**src/rtl/mul_seq.sv**
```systemverilog
// mul_seq: multi-cycle shift-add multiplier for muli (16-bit) and mulii (paired 8-bit)
module mul_seq (
    input  logic        clk,
    input  logic        reset,
    input  logic        start,
    input  logic [7:0]  op,
    input  logic [15:0] rd,
    input  logic [15:0] rs,
    input  logic [3:0]  dst,
    output logic        busy,
    output logic        done,
    output logic [15:0] result,
    output logic [3:0]  result_reg,
    output logic        illegal
);
    localparam logic [7:0] MULI_OP  = 8'h72;
    localparam logic [7:0] MULII_OP = 8'h73;
    localparam logic [1:0] IDLE = 2'd0;
    localparam logic [1:0] RUN  = 2'd1;
    localparam logic [1:0] DONE = 2'd2;

    logic [1:0]  state;
    logic [15:0] mcand, mplier, acc;
    logic [15:0] acc_n, mcand_n, mplier_n;
    logic [4:0]  cnt;
    logic [3:0]  dreg;
    logic        pair, accept, legal;

    assign busy = (state == RUN);
    assign done = (state == DONE);

    // paired mode keeps carries and shifts inside each 8-bit lane
    always_comb begin
        accept   = start && (state == IDLE || state == DONE);
        legal    = (op == MULI_OP) || (op == MULII_OP);
        acc_n    = pair ? {acc[15:8] + (mplier[8] ? mcand[15:8] : 8'h00),
                           acc[7:0]  + (mplier[0] ? mcand[7:0]  : 8'h00)}
                        : acc + (mplier[0] ? mcand : 16'h0000);
        mcand_n  = pair ? {mcand[14:8], 1'b0, mcand[6:0], 1'b0} : {mcand[14:0], 1'b0};
        mplier_n = pair ? {1'b0, mplier[15:9], 1'b0, mplier[7:1]} : {1'b0, mplier[15:1]};
    end

    always_ff @(posedge clk) begin
        if (!reset) begin
            state      <= IDLE;
            mcand      <= 16'h0000;
            mplier     <= 16'h0000;
            acc        <= 16'h0000;
            cnt        <= 5'd0;
            dreg       <= 4'h0;
            pair       <= 1'b0;
            result     <= 16'h0000;
            result_reg <= 4'h0;
            illegal    <= 1'b0;
        end else begin
            illegal <= accept && !legal;
            if (accept && legal) begin
                state  <= RUN;
                mcand  <= rd;
                mplier <= rs;
                dreg   <= dst;
                pair   <= (op == MULII_OP);
                acc    <= 16'h0000;
                cnt    <= (op == MULII_OP) ? 5'd8 : 5'd16;
            end else if (state == RUN) begin
                acc    <= acc_n;
                mcand  <= mcand_n;
                mplier <= mplier_n;
                cnt    <= cnt - 5'd1;
                if (cnt == 5'd1) begin
                    state      <= DONE;
                    result     <= acc_n;
                    result_reg <= dreg;
                end
            end else begin
                state <= IDLE;
            end
        end
    end
endmodule
```
**config.mk**
```make
export PLATFORM = sky130hd
export DESIGN_NAME = mul_seq
export DESIGN_NICKNAME = d
export VERILOG_FILES = /design/src/rtl/mul_seq.sv
export SDC_FILE = /design/constraint.sdc
export NUM_CORES = 1
export LEC_CHECK = 0
export CORE_MARGIN = 2
export CORE_UTILIZATION = 64
export CTS_CLUSTER_DIAMETER = 80
export DETAILED_ROUTE_END_ITERATION = 12
export DONT_BUFFER_PORTS = 1
export GPL_ROUTABILITY_DRIVEN = 0
export PLACE_DENSITY = 0.85
export SETUP_SLACK_MARGIN = 0.2
export SLEW_MARGIN = 20
export SYNTH_ARGS = -nofsm -noshare
export SYNTH_HDL_FRONTEND = slang
export SYNTH_SLANG_ARGS = --single-unit
```
**constraint.sdc**
```tcl
create_clock -name clk -period 3.7 [get_ports clk]
set_clock_uncertainty 0.2 [all_clocks]
set_input_delay 1.11 -clock clk [delete_from_list [all_inputs] [get_ports clk]]
set_output_delay 1.11 -clock clk [all_outputs]
set_load 0.02 [all_outputs]
```
==> summary.txt <==
Pwr
  • Cell leakage power: 1.76 nW
  • Power Density: 350 nW/um2
  • Peak supply drop: 0.000364 V
  • Final total power: 1.63 mW

Die
  • Top-level port count: 70
  • Number of rows created at floorplan: 30
  • Die Width: 87.2 um
  • Area of the die: 7600 um2
  • Core ar.: 6760 um2
  • Vertical die dimension: 87.2 um
  • Initial cell density of the core: around two thirds

Timing
  • RSZ-0062 raised after global routing: false
  • Worst hold slack across all endpoints: 252 ps
  • Final Max Slew Viols: 0
  • Slew at the pin with the worst max-slew slack: approximately 780 ps
  • Top achievable clock speed: 311 MHz
  • Rel. slew slack: about 48%
  • Setup_tns: 0 ps
  • Hold Violations, Final: 0
  • Post-layout min period: approximately 3200 ps
  • Setup-violating endpoint count in the final report: 0
  • Final worst-path cycle share: slightly below 90%

Worst hold path
  • Cells on Worst Hold Path: 2
  • Tightest Hold Check Type: register to register

Worst setup path
  • Setup crit end kind: output pin
  • Maximum fanout along the worst path: 26
  • Cells along the critical path: nand2b_1, inv_2
  • FF-to-FF path depth: 11
  • Master of the slowest instance on the critical path: inv_2
  • Arr. time, crit path: 1910 ps
  • Max stage delay on crit path: 620 ps
  • Startpoint type of the worst setup path: register
  • Worst Path Required: 2390 ps
  • R2r setup slk: 650 ps
  • Class of the most critical setup path: register to output pin

Drt
  • DR DRC count: 0
  • Total via count in the routed design: 3,787
  • TritonRoute pass-1 iters: 6
  • DR vias/cell: between 6 and 7
  • Number of routed nets with antenna violations: 0
  • Violation count after the first detailed-route iteration: 315
  • Total length of routed wires: 10.5 mm
  • Mean routed wirelength per cell: 17.5 um

Global routing
  • Maximum number of pins on one net before global-route repair: 67
  • Global-route wire length before repair: 16.9 mm
  • Number of global-route vias before repair: 3,592
  • Initial antenna violation count: 1
  • Combined global-route utilization of all metal layers: 28.5%
  • Total congestion overflow after global routing: 0

CTS
  • Number of sinks handled by clock tree synthesis: 81
  • Hold buffer count at CTS: 0
  • Post-CTS sizing: 0
  • Max clock buf depth: 2
  • TritonCTS Buffers: 9
  • TritonCTS clock tree: yes
  • H-Tree Depth: 3
  • Clock root buffer master: clkbuf_8
  • Buffer count from post-CTS setup fixing: 0
  • Worst-path clk slew: around 90 ps
  • Clk_lat worst skew: approximately 360 ps

Logic synthesis
  • Synthesis warning total: 0
  • Number of synthesized register bits: roughly 80
  • Top FF cell, synth: dfxtp_1
  • Post-synthesis sequential area ratio: 36.6%
  • Leading post-synthesis cells by cell area: dfxtp_1 37%, nand2_1 8.3%, a21boi_0 7.5%, ha_1 6.8%, a22oi_1 4.7%
  • Post-synth EDFFs: 0
  • Async set or reset register ratio after synthesis: 0%
  • Netlist Area Pre-Place: about 4400 um2
  • Synth cell types: 56
  • Synthesized net count: between 600 and 700
  • Most area-hungry cell type in the Yosys netlist: dfxtp_1
  • Instance count of the mapped netlist: ~530
  • Mapped Avg Cell Area: 8.38 um2
  • Portion of synthesized cell area occupied by the leading cell type: 36.6%

Finish
  • Post-layout net count: 585
  • Total of fill cells in the finished design: between 500 and 600
  • Max FFs per register: 20
  • Share of final-layout standard cells stronger than drive strength 1: 7.74%
  • P&R area growth vs syn: 5.34%

Run
  • Reported max-cap violation count: 0

Placement
  • Buffers on Ports: 0
  • DPL Wire Length: 7.61 mm

Run status
  • Outcome: finished, final reports clean
[cell families (layout without fill, tap and decap cells)]
kind of cell | Yosys count | in the layout | share of synthesized area, %
mux | 5 | 5 | 1.13
xor+xnor | 23 | 23 | 4.55
buf+inv | 41 | 30 | 3.82
compound gates | 164 | 164 | 26.2
simple gates | 188 | 188 | 20.0
other cells | 0 | 1 | 0
fa+ha+maj | 26 | 26 | 7.69
flops | 81 | 81 | 36.6
[layout make-up]
| type | instances | area (um2) | area share (%) |
|---|---|---|---|
| multi-input combinational | 406 | 2650 | 56.7 |
| sequential | 81 | 1620 | 34.8 |
| clock buffer | 9 | 124 | 2.66 |
| clock inverter | 7 | 103 | 2.20 |
| tap | 80 | 100 | 2.15 |
| inverter | 10 | 37.5 | 0.805 |
| timing repair buffer | 4 | 30.0 | 0.644 |
| antenna | 1 | 2.50 | 0.0537 |
[final timing paths]
path	startpoint	end
min reg2reg	dreg[3]	result_reg[3]
max reg2reg	mplier[0]	acc[14]
max	state[0]	busy
min	dreg[3]	result_reg[3]
[power by group]
part | switching (mW) | internal (mW)
Combinational | 0.00932 | 0.0115
Sequential | 0.00283 | 0.873
Clock | 0.345 | 0.388
[through the flow]
stage | cells | instance area, um2 | util [%] | setup WS, ps
6_report | 598 | 4660 | 69.0 | 482
4_1_cts | 597 | 4660 | 69.0 | 511
3_3_place_gp | 581 | 4430 | 65.6 | 695
3_5_place_dp | 581 | 4430 | 65.6 | 649
5_1_grt | 598 | 4660 | 69.0 | 351
2_1_floorplan | 528 | 4430 | - | 922
[per-layer routing]
layer	track usage, %	wire length [um]	up-vias	part of all wire (%)
met3	7.77	591	46	5.6
met1	32.9	4260	1790	41
li1	-	-	1814	-
met2	48.6	5170	137	49
met4	13.7	456	0	4.4
met5	0	0	-	0
[cells in the mapped netlist, drive strengths merged (3+ instances only)]
library cell	number
nand2	99
dfxtp	81
a21boi	47
a21oi	36
a22oi	28
nor2	27
and2	24
ha	24
o21ai	24
clkbuf	16
buf	15
xnor2	14
inv	9
xor2	9
nand3	8
nor3	6
a31oi	5
mux2i	5
nand2b	5
nor2b	5
a211oi	4
a21o	4
o21a	4
nor3b	3
[layout by cell type (no fill, tap or decap), types with 14 or more instances in the layout]
cell type,Yosys,final
a21boi_0,44,44
a21oi_1,31,31
a22oi_1,28,28
and2_1,23,23
dfxtp_1,81,81
ha_1,24,24
nand2_1,98,98
nor2_1,27,26
o21ai_0,22,22
xnor2_1,14,14
[critical path, delay by kind of cell, from the launching register on]
family,cells,cell delay (ps)
and+or+nand+nor,1,470
buffers and inverters,1,620
DFF,1,460
Note: power is estimated with default switching activity, not from simulation.
